### src/rtl/umi_isolate_ctrl_pkg.sv
// Shared types and constants for the UMI power-domain isolation controller.
// Holds the controller state encoding and the response-expecting opcode list.
package umi_isolate_ctrl_pkg;

  typedef enum logic [2:0] {
    ST_ON    = 3'd0,
    ST_DRAIN = 3'd1,
    ST_ISO   = 3'd2,
    ST_OFF   = 3'd3,
    ST_WAKE  = 3'd4
  } state_t;

  localparam int OPW = 5;

  localparam logic [OPW-1:0] UMI_REQ_READ   = 5'h01;
  localparam logic [OPW-1:0] UMI_REQ_WRITE  = 5'h03;
  localparam logic [OPW-1:0] UMI_REQ_ATOMIC = 5'h09;

  function automatic logic resp_expected(
    input logic [OPW-1:0] op
  );
    return (op == UMI_REQ_READ)
         | (op == UMI_REQ_WRITE)
         | (op == UMI_REQ_ATOMIC);
  endfunction

endpackage

### src/rtl/umi_isolate_ctrl.sv
// Drains, isolates and wakes a UMI power domain on pwr_req.
// Optional drain timeout: define UMI_ISOLATE_CTRL_TIMEOUT_EN.
module umi_isolate_ctrl
  import umi_isolate_ctrl_pkg::*;
#(
  parameter int CW      = 32,
  parameter int OW      = 8,
  parameter int SETTLE  = 4,
  parameter int TIMEOUT = 1024
) (
  input  logic          clk,
  input  logic          nreset,
  input  logic          pwr_req,
  output logic          pwr_ack,
  output logic          isolate,
  input  logic          host_req_valid,
  input  logic [CW-1:0] host_req_cmd,
  output logic          host_req_ready,
  output logic          dev_req_valid,
  input  logic          dev_req_ready,
  input  logic          resp_valid,
  input  logic          resp_ready,
  output logic [OW-1:0] outstanding
`ifdef UMI_ISOLATE_CTRL_TIMEOUT_EN
  ,
  output logic          timeout_err
`endif
);

  localparam int SW = $clog2(SETTLE + 1);

  state_t        state;
  logic          hold;
  logic [SW-1:0] settle_cnt;

  logic gate_open;
  logic full;
  logic req_hs;
  logic inc;
  logic dec;
  logic drain_done;
  logic settle_last;
  logic tmo_hit;
  logic unused_cmd;

  assign unused_cmd = ^host_req_cmd[CW-1:OPW];

  assign full = (outstanding == {OW{1'b1}});

  assign gate_open = (state == ST_ON)
                   | ((state == ST_DRAIN) & hold);

  assign dev_req_valid  = host_req_valid & gate_open & ~full;
  assign host_req_ready = dev_req_ready & gate_open & ~full;

  assign req_hs = host_req_valid & host_req_ready;
  assign inc    = req_hs & resp_expected(host_req_cmd[OPW-1:0]);
  assign dec    = resp_valid & resp_ready;

  assign drain_done = ~hold
                    & (outstanding == '0)
                    & ~resp_valid;

  assign settle_last = (settle_cnt == SW'(SETTLE - 1));

`ifdef UMI_ISOLATE_CTRL_TIMEOUT_EN
  localparam int DW = $clog2(TIMEOUT + 1);

  logic [DW-1:0] drain_cnt;

  assign tmo_hit = (state == ST_DRAIN)
                 & pwr_req
                 & ~drain_done
                 & (drain_cnt == DW'(TIMEOUT - 1));

  // Count cycles spent in DRAIN; zero everywhere else.
  always_ff @(posedge clk) begin
    if (!nreset || state != ST_DRAIN) begin
      drain_cnt <= '0;
    end else begin
      drain_cnt <= drain_cnt + DW'(1);
    end
  end

  // Sticky flag raised when a drain is forced by the timeout.
  always_ff @(posedge clk) begin
    if (!nreset) begin
      timeout_err <= 1'b0;
    end else if (tmo_hit) begin
      timeout_err <= 1'b1;
    end
  end
`else
  assign tmo_hit = 1'b0;
`endif

  // Outstanding-response tracker; forced to zero while powered off.
  always_ff @(posedge clk) begin
    if (!nreset) begin
      outstanding <= '0;
    end else if (state == ST_OFF || tmo_hit) begin
      outstanding <= '0;
    end else if (inc && !dec) begin
      outstanding <= outstanding + OW'(1);
    end else if (dec && !inc && outstanding != '0) begin
      outstanding <= outstanding - OW'(1);
    end
  end

  // Power sequencing FSM with registered isolate/pwr_ack.
  always_ff @(posedge clk) begin
    if (!nreset) begin
      state      <= ST_ON;
      isolate    <= 1'b0;
      pwr_ack    <= 1'b0;
      hold       <= 1'b0;
      settle_cnt <= '0;
    end else begin
      unique case (state)
        ST_ON: begin
          if (pwr_req) begin
            state <= ST_DRAIN;
            hold  <= host_req_valid & ~dev_req_ready;
          end
        end
        ST_DRAIN: begin
          if (req_hs) begin
            hold <= 1'b0;
          end
          if (!pwr_req) begin
            state <= ST_ON;
            hold  <= 1'b0;
          end else if (drain_done || tmo_hit) begin
            state      <= ST_ISO;
            isolate    <= 1'b1;
            hold       <= 1'b0;
            settle_cnt <= '0;
          end
        end
        ST_ISO: begin
          if (settle_last) begin
            state      <= ST_OFF;
            pwr_ack    <= 1'b1;
            settle_cnt <= '0;
          end else begin
            settle_cnt <= settle_cnt + SW'(1);
          end
        end
        ST_OFF: begin
          if (!pwr_req) begin
            state      <= ST_WAKE;
            pwr_ack    <= 1'b0;
            settle_cnt <= '0;
          end
        end
        ST_WAKE: begin
          if (settle_last) begin
            state      <= ST_ON;
            isolate    <= 1'b0;
            settle_cnt <= '0;
          end else begin
            settle_cnt <= settle_cnt + SW'(1);
          end
        end
        default: begin
          state      <= ST_ON;
          isolate    <= 1'b0;
          pwr_ack    <= 1'b0;
          hold       <= 1'b0;
          settle_cnt <= '0;
        end
      endcase
    end
  end

endmodule

### config.mk
export PLATFORM = sky130hd
export DESIGN_NAME = umi_isolate_ctrl
export DESIGN_NICKNAME = d
export VERILOG_FILES = /design/src/rtl/umi_isolate_ctrl_pkg.sv /design/src/rtl/umi_isolate_ctrl.sv
export SDC_FILE = /design/constraint.sdc
export NUM_CORES = 1
export LEC_CHECK = 0
export CELL_PAD_IN_SITES_DETAIL_PLACEMENT = 1
export CELL_PAD_IN_SITES_GLOBAL_PLACEMENT = 2
export CORE_UTILIZATION = 20
export CTS_BUF_LIST = sky130_fd_sc_hd__clkbuf_16
export CTS_CLUSTER_DIAMETER = 200
export CTS_CLUSTER_SIZE = 25
export DETAILED_ROUTE_END_ITERATION = 10
export GPL_ROUTABILITY_DRIVEN = 0
export PLACE_DENSITY = 0.72
export SLEW_MARGIN = 10
export SYNTH_ARGS = -nofsm -noshare
export SYNTH_HDL_FRONTEND = slang
export SYNTH_SLANG_ARGS = --single-unit
### constraint.sdc
create_clock -name clk -period 2.76 [get_ports clk]
set_input_delay 0.414 -clock clk [delete_from_list [all_inputs] [get_ports clk]]
set_output_delay 0.414 -clock clk [all_outputs]
set_load 0.02 [all_outputs]
==> flow_metrics.tcl, run 1 <==
set metrics [dict create \
    htree_num_levels 1 \
    critPathRequiredTime_ns 2.88 \
    clock_path_buffers 2 \
    netSwitchingFraction 0.387 \
    clock_latency_ns 0.25 \
    drcViolationCount 0 \
    grt_pass1_vias 1260 \
    cap_violations 0 \
    hold_violations 0 \
    clock.fmax_ghz 0.383 \
    synth_top_area_cell "dfxtp_1" \
    arrival_ns 2.73 \
    synth_edf_count 0 \
    grt_pass1_wl_mm 5.95 \
    dr.pass1.iters 4 \
    syn_inst 140 \
    die-area_um2 6130 \
    fp-row-count 27 \
    synth.avg_cell_area_um2 8.32 \
    fin_area_um2 1890 \
    grt.total_usage 0.125 \
    critical_path_class "input port to flip-flop" \
    p_switching_w 0.000730 \
    fill_cells 678 \
    syn_nets 187 \
    path_max_fanout 4 \
    ant_nets 0 \
    area_growth_pct 62.1 \
    clockRootBuffer "clkbuf_16" \
    cts_made_buffers 3 \
    fin_util 0.339 \
    nNetsFinal 245 \
    tritoncts "yes" \
    p_seq_frac 0.175 \
    hold_ws_ns 0.506 \
    die_w_um 78.3 \
    clock_power_share 0.157 \
    start_util 0.209 \
    p_int_w 0.00115 \
    fin_skew_ns 0.00372 \
    synth_top_area_frac 0.292 \
    final_cell_mix "buf_4, clkdlybuf4s50_1, dfxtp_1, nor2_1" \
    tightestPinTransition_ns 0.642 \
    cellLeakagePower_nw 0.721 \
    cp-end-kind "flip-flop" \
    max_slew_margin 0.569 \
    drive_gt1_frac 0.305 \
    viasPerCell 4.64 \
    final_common_cell "buf_4" \
    dpl_cell_area_um2 1690 \
    ys.warnings.count 0 \
    pin_count 51 \
    slew_violations 0 \
    clock-sinks 17 \
    antenna_found_initial 0 \
    synthDistinctLibCells 41 \
    hold_path.class "flip-flop to flip-flop" \
    timing.final.crit_share 0.947 \
    synth_area_leaders "dfxtp_1, ha_1, xnor2_1" \
    power.density_nw_per_um2 997 \
    hold_buffers 0 \
    synth_seq_cells 17 \
    antennaDiodeCount 0 \
    via_count 1248 \
    port_buffers 23 \
    async_flop_share 0 \
    fp.dieH_um 78.3 \
    core_um2 5570 \
    synth_seq_area_share 0.292 \
    routedWlPerCell_um 13.3 \
    comb_power_share 0.668 \
    syn_area_um2 1160 \
    grt_max_degree 14 \
    dpl.hpwl_mm 2.68 \
    r2r_slack_ns 0.34 \
    wirelength_mm 3.59 \
    setup_viol 0 \
    clkTransAtPathRegs_ns 0.05 \
    vdd_drop_max_v 0.000446 \
    cp-start-kind "input port" \
    drt_iter0_drc 43 \
    grt.overflow.total 0 \
    ys.flop_type "dfxtp_1" \
    fin_crit_ns 2.61 \
    status "finished clean" \
]
Yosys cell counts (2+ instances only):
master,instances
o21ai_1,2
xnor2_1,7
nor4_1,2
o21a_1,3
mux2i_1,5
xor2_1,2
ha_1,7
nor3_1,4
nand2_1,9
a32oi_1,2
inv_1,2
nand3_1,2
nor2b_1,5
nand2b_1,2
nor2_1,14
a31oi_1,4
o21ai_0,12
nand4_1,3
o21bai_1,2
and2_1,3
a21oi_1,7
clkbuf_1,4
dfxtp_1,17
a211oi_1,3
metal layers:
layer | vias to the layer above | global-route usage | share of wire
met2 | 12 | 0.213 | 0.51
met1 | 597 | 0.148 | 0.45
met4 | 0 | 0.0611 | 0.020
met5 | - | 0 | 0
met3 | 5 | 0.0244 | 0.024
li1 | 634 | - | -
per-stage QoR:
step                setup TNS, ns  total power [W]  std cells  setup slack, ns
floorplan                       0          0.00101        140           0.0888
global placement            -1.38          0.00143        260           -0.441
detailed placement          -1.56          0.00144        260           -0.471
CTS                             0          0.00182        266           0.0384
global route              -0.0728          0.00203        269          -0.0421
finish                          0          0.00188        269            0.147
final cells by class:
cell class	count	area [um^2]	share of cell area
tap	72	90.1	0.0477
timing repair buffer	58	504	0.267
multi-input combinational	115	862	0.457
clock buffer	3	75.1	0.0398
sequential	17	340	0.180
inverter	3	11.3	0.00596
clock inverter	1	5.00	0.00265
critical path: stages:
cell and delay, ns:
clkdlybuf4s50_1 0.40, nor2_1 0.09, nand4b_1 0.14, or3_4 0.42, ha_4 0.26, a211oi_2 0.17, buf_4 0.15, o21ai_2 0.06
a31oi_1 0.20, mux2i_1 0.23, xnor2_1 0.13, nor2_1 0.06
worst paths after layout:
kind                                 startpoint        endpoint  cells after the start
worst min-delay path              settle_cnt[2]   settle_cnt[2]                      1
worst min register to register    settle_cnt[2]   settle_cnt[2]                      1
worst max-delay path            host_req_cmd[2]  outstanding[7]                     12
worst max register to register   outstanding[3]  outstanding[7]                     11
cell families after synthesis:
kind of cell               count (synthesis)  synth area share
and+or+nand+nor                           50             0.224
buffers and inverters                      8            0.0268
muxes                                      6            0.0526
DFF                                       17             0.292
adders and majority gates                  9             0.101
xor gates and xnor gates                   9            0.0677
AOI/OAI and AO/OA                         41             0.235
power groups by stage:
stage | Sequential [W] | Clock (W) | Combinational, W
floorplan | 0.000428 | 0 | 0.000582
global placement | 0.000332 | 0 | 0.00109
detailed placement | 0.000333 | 0 | 0.00110
CTS | 0.000331 | 0.000307 | 0.00118
global route | 0.000337 | 0.000318 | 0.00138
finish | 0.000330 | 0.000296 | 0.00126
state kept, by name, indices dropped and copies added (netlist names):
signal       count
hold             1
isolate          1
outstanding      8
pwr_ack          1
settle_cnt       3
state            3
timing repair:
action / 4_1_cts / 5_1_grt
buffers inserted: 2 / 3
endpoints found under the setup margin: 4 / 3
resized for setup: 14 / 10
pin swaps: 9 / 13
Note: power is estimated with default switching activity, not from simulation.
==> inputs of run 2 (changes only) <==
--- a/config.mk
+++ b/config.mk
@@ -14,6 +14,7 @@
 export DETAILED_ROUTE_END_ITERATION = 10
 export GPL_ROUTABILITY_DRIVEN = 0
 export PLACE_DENSITY = 0.72
+export REMOVE_ABC_BUFFERS = 1
 export SLEW_MARGIN = 10
 export SYNTH_ARGS = -nofsm -noshare
 export SYNTH_HDL_FRONTEND = slang
==> flow_metrics.tcl, run 2 (synthesized netlist as in run 1, its figures left out) <==
set metrics [dict create \
    status "finished clean" \
    worstHoldPathCells 1 \
    path_max_fanout 4 \
    fin_util 0.335 \
    pin_count 51 \
    slew_violations 0 \
    critPathRequiredTime_ns 2.88 \
    nNetsFinal 247 \
    fin_crit_ns 2.63 \
    max_slew_margin 0.612 \
    grt.total_usage 0.123 \
    hold_path.class "flip-flop to flip-flop" \
    slowest_stage "clkdlybuf4s50_1" \
    reg_top3 "outstanding x8, settle_cnt x3, state x3" \
    tritoncts "yes" \
    core_um2 5570 \
    dr.pass1.iters 3 \
    die-area_um2 6130 \
    cp-start-kind "input port" \
    ant_nets 0 \
    hold_violations 0 \
    cp_cell_sequence "clkdlybuf4s50_1, and2_4, or3_4, buf_6, fa_2, a211oi_2, buf_4, buf_4, nor2_1, xor2_1, mux2i_1, nor2_1" \
    cp-end-kind "flip-flop" \
    clock-sinks 17 \
    regArea_um2 340 \
    viasPerCell 4.58 \
    cts_made_buffers 3 \
    drive_gt1_frac 0.276 \
    crit_buf_inv 4 \
    fp.dieH_um 78.3 \
    clockRootBuffer "clkbuf_16" \
    cellLeakagePower_nw 0.728 \
    htree_num_levels 1 \
    multi_input_area_um2 828 \
    port_buffers 23 \
    power.density_nw_per_um2 1010 \
    tightestPinTransition_ns 0.579 \
    dpl.hpwl_mm 2.70 \
    wirelength_mm 3.53 \
    antennaDiodeCount 0 \
    critPathTopFamily "buffers and inverters" \
    cap_violations 0 \
    fill_cells 683 \
    grt_pass1_wl_mm 6.03 \
    critical_path_class "input port to flip-flop" \
    r2r_slack_ns 0.30 \
    via_count 1242 \
    holdPathEnd "settle_cnt[2]" \
    clock.fmax_ghz 0.380 \
    routedWlPerCell_um 13.0 \
    power_w 0.00189 \
    final_common_cell "buf_4" \
    drcViolationCount 0 \
    vdd_drop_max_v 0.000589 \
    start_util 0.209 \
    antenna_found_initial 0 \
    drt_iter0_drc 21 \
    grt_pass1_vias 1298 \
    hold_buffers 0 \
    dpl_cell_area_um2 1700 \
    largest_register_ffs 8 \
    hold_start "settle_cnt[2]" \
    area_growth_pct 60.2 \
    regMostFlops "outstanding" \
    clock_latency_ns 0.25 \
    fin_area_um2 1870 \
    grt_max_degree 14 \
    final_cell_mix "buf_4, clkdlybuf4s50_1, dfxtp_1, nor2_1, nand2_1" \
    critPathMaxStageDelay_ns 0.43 \
    clkTransAtPathRegs_ns 0.05 \
    reg2reg_from "outstanding[3]" \
    fin_skew_ns 0.00233 \
    timing.rr.end "outstanding[4]" \
    die_w_um 78.3 \
    finalSetupTns_ns 0 \
    setup_viol 0 \
    grt.overflow.total 0 \
    timing.final.crit_share 0.954 \
    fp-row-count 27 \
    arrival_ns 2.76 \
    clock_path_buffers 2 \
    ff2ff_path_depth 12 \
]
==> run 2: report_power, final <==
part | internal [W] | leakage (nW) | switching, W
combinational | 0.000667 | 0.549 | 0.000593
sequential | 0.000300 | 0.138 | 0.0000289
clock | 0.000194 | 0.0409 | 0.000104
==> run 2: worst register-to-register path, cell delays in order, from the launching register on <==
cell	delay, ns
dfxtp_1	0.31
nand4_1	0.15
o221ai_2	0.13
or3_4	0.43
buf_6	0.14
fa_2	0.34
a211oi_2	0.23
buf_4	0.15
buf_4	0.09
nor2_1	0.04
xor2_1	0.14
mux2i_1	0.14
nor2_1	0.05
==> run 2: worst max path at each step <==
stage / to / from / cells after the start
floorplan: outstanding[7] / state[1] / 10
global placement: outstanding[7] / host_req_valid / 12
detailed placement: outstanding[7] / host_req_valid / 12
CTS: outstanding[6] / host_req_cmd[2] / 12
global route: outstanding[6] / host_req_cmd[2] / 12
finish: outstanding[4] / resp_valid / 12
==> run 2: metal layers <==
layer	share of wire	vias to the layer above	GRT usage	wire [um]
met5	0	-	0	0
met2	0.49	14	0.204	1720
met3	0.027	4	0.0279	94
met4	0.010	0	0.0389	36
li1	-	630	-	-
met1	0.48	594	0.158	1680
==> run 2: final cells by class <==
class / instances / area share
Multi-Input combinational cell: 115 / 0.444
Timing Repair Buffer: 60 / 0.276
Sequential cell: 17 / 0.182
Tap cell: 72 / 0.0483
Clock buffer: 3 / 0.0402
Inverter: 3 / 0.00604
Clock inverter: 1 / 0.00268
==> run 2: what timing repair did <==
action	4_1_cts	5_1_grt
setup buffers	4	2
pin swaps	11	9
gates resized for setup	14	2
setup endpoints to repair	3	4
==> run 2: through the flow <==
step	setup slack, ns	hold WS [ns]	std cells
final	0.126	0.493	271
after detailed placement	-0.460	0.488	261
after floorplan	0.0110	0.467	135
after global routing	-0.0164	0.528	271
after global placement	-0.386	0.485	261
after CTS	0.0686	0.499	269
==> inputs of run 3 (changes only) <==
--- a/config.mk
+++ b/config.mk
@@ -7,13 +7,13 @@
 export LEC_CHECK = 0
 export CELL_PAD_IN_SITES_DETAIL_PLACEMENT = 1
 export CELL_PAD_IN_SITES_GLOBAL_PLACEMENT = 2
-export CORE_UTILIZATION = 20
+export CORE_UTILIZATION = 23
 export CTS_BUF_LIST = sky130_fd_sc_hd__clkbuf_16
 export CTS_CLUSTER_DIAMETER = 200
 export CTS_CLUSTER_SIZE = 25
 export DETAILED_ROUTE_END_ITERATION = 10
 export GPL_ROUTABILITY_DRIVEN = 0
-export PLACE_DENSITY = 0.72
+export PLACE_DENSITY = 0.78
 export REMOVE_ABC_BUFFERS = 1
 export SLEW_MARGIN = 10
 export SYNTH_ARGS = -nofsm -noshare
==> constraint.sdc (replaced) <==
create_clock -name clk -period 2.52 [get_ports clk]
set_input_delay 0.378 -clock clk [delete_from_list [all_inputs] [get_ports clk]]
set_output_delay 0.378 -clock clk [all_outputs]
set_load 0.02 [all_outputs]
==> flow_metrics.tcl, run 3 (synthesized netlist as in run 1, its figures left out) <==
set metrics [dict create \
    hold_buffers 0 \
    ant_nets 0 \
    via_count 1376 \
    start_util 0.243 \
    drt_iter0_drc 40 \
    tritoncts "yes" \
    regMostFlops "outstanding" \
    routedWlPerCell_um 16.9 \
    dpl_cell_area_um2 1700 \
    hold_violations 0 \
    hold_ws_ns 0.496 \
    reg2reg_from "outstanding[6]" \
    path_max_fanout 5 \
    grt_pass1_wl_mm 7.18 \
    place_ws_ns -0.691 \
    antenna_found_initial 0 \
    max_slew_margin 0.470 \
    fp.dieH_um 73.2 \
    tightestPinTransition_ns 0.790 \
    status "finished clean" \
    clock.fmax_ghz 0.402 \
    fp-row-count 25 \
    dpl.hpwl_mm 2.89 \
    grt_pass1_vias 1489 \
    instances_no_fill 279 \
    area_growth_pct 75.1 \
    grt.overflow.total 0 \
    largest_register_ffs 8 \
    cp-startpoint "host_req_cmd[4]" \
    power.density_nw_per_um2 1130 \
    viasPerCell 4.93 \
    timing.final.crit_share 0.987 \
    die_w_um 73.2 \
    rsz0062_at_grt "true" \
    clock-sinks 17 \
    core_um2 4790 \
    pin_count 51 \
    fin_area_um2 2040 \
    hold_path.class "flip-flop to flip-flop" \
    fin_ws_ns 0.0318 \
    fin_skew_ns 0.00352 \
    clock_path_buffers 2 \
    cts_made_buffers 3 \
    place_inst 257 \
    critical_path_class "input port to flip-flop" \
    dr.pass1.iters 4 \
    cp-start-kind "input port" \
    grt_max_degree 14 \
    hold_start "settle_cnt[2]" \
    multi_input_area_um2 925 \
    wirelength_mm 4.72 \
    reg_top3 "outstanding x8, settle_cnt x3, state x3" \
    clockRootBuffer "clkbuf_16" \
    arrival_ns 2.58 \
    setup_viol 0 \
    fin_crit_ns 2.49 \
    cellLeakagePower_nw 0.812 \
    die-area_um2 5350 \
    drcViolationCount 0 \
    critPathRequiredTime_ns 2.61 \
    htree_num_levels 1 \
    vdd_drop_max_v 0.000661 \
    final_cell_mix "buf_4, dfxtp_1, nor2_1, clkdlybuf4s50_1" \
    regArea_um2 342 \
    clkTransAtPathRegs_ns 0.06 \
    final_common_cell "buf_4" \
    slew_violations 0 \
    drive_gt1_frac 0.373 \
    cp-end-kind "flip-flop" \
    nNetsFinal 260 \
    antennaDiodeCount 0 \
    grt.total_usage 0.179 \
    fill_cells 559 \
    cap_violations 0 \
    fin_util 0.426 \
    port_buffers 23 \
    clock_latency_ns 0.25 \
]
## run 3: cell types whose count changed in the layout (fill, tap and decap cells not counted), sizes merged
| cell | delta |
|---|---|
| dlygate4sd2 | +3 |
| clkdlybuf4s15 | +1 |
| clkbuf | +2 |
| clkinv | -1 |
| clkdlybuf4s50 | -6 |
| inv | +1 |
| buf | +13 |
## run 3: power by group
group	leakage [nW]	switching, W	internal (W)
clock	0.0423	0.000119	0.000211
sequential	0.139	0.0000345	0.000329
combinational	0.631	0.000776	0.000831
total	0.812	0.000929	0.00137
## run 3: worst paths after layout
kind | slack [ns] | endpoint | depth (start not counted)
max | 0.03 | outstanding[7] | 12
min | 0.50 | settle_cnt[2] | 1
max reg2reg | 0.03 | outstanding[7] | 11
min reg2reg | 0.50 | settle_cnt[2] | 1
## run 3: what timing repair did
| item | 4_1_cts | 5_1_grt |
|---|---|---|
| pin swaps | 12 | 10 |
| gates resized for setup | 27 | 13 |
| buffers inserted | 15 | 3 |
| setup endpoints to repair | 5 | 5 |
## run 3: routing by layer
layer | routed length, um | GRT usage | vias to the layer above
met5 | 0 | 0 | -
met4 | 87 | 0.0588 | 0
met3 | 162 | 0.0387 | 10
met2 | 2710 | 0.354 | 27
met1 | 1770 | 0.182 | 678
li1 | - | - | 661
## run 3: cell type report
cell class / instances / share of cell area
Clock buffer: 3 / 0.0368
Clock inverter: 1 / 0.00184
Inverter: 3 / 0.00552
Multi-Input combinational cell: 115 / 0.453
Sequential cell: 17 / 0.167
Tap cell: 67 / 0.0411
Timing Repair Buffer: 73 / 0.294
## run 3: through the flow
step                TNS (ns)  power, W
detailed placement     -2.77   0.00168
CTS                        0   0.00217
finish                     0   0.00230
global route          -0.146   0.00245
global placement       -2.21   0.00162
floorplan             -0.351   0.00110
## run 3: worst max-delay path, stage by stage
cell and delay (ns):
dlygate4sd2_1 0.23, nor2_1 0.11, nand4b_1 0.15, or3_4 0.42, buf_8 0.17, ha_4 0.21
o21ai_2 0.10, nand2b_1 0.08, a31oi_2 0.20, mux2i_1 0.25, xnor2_1 0.18, nor2_1 0.10
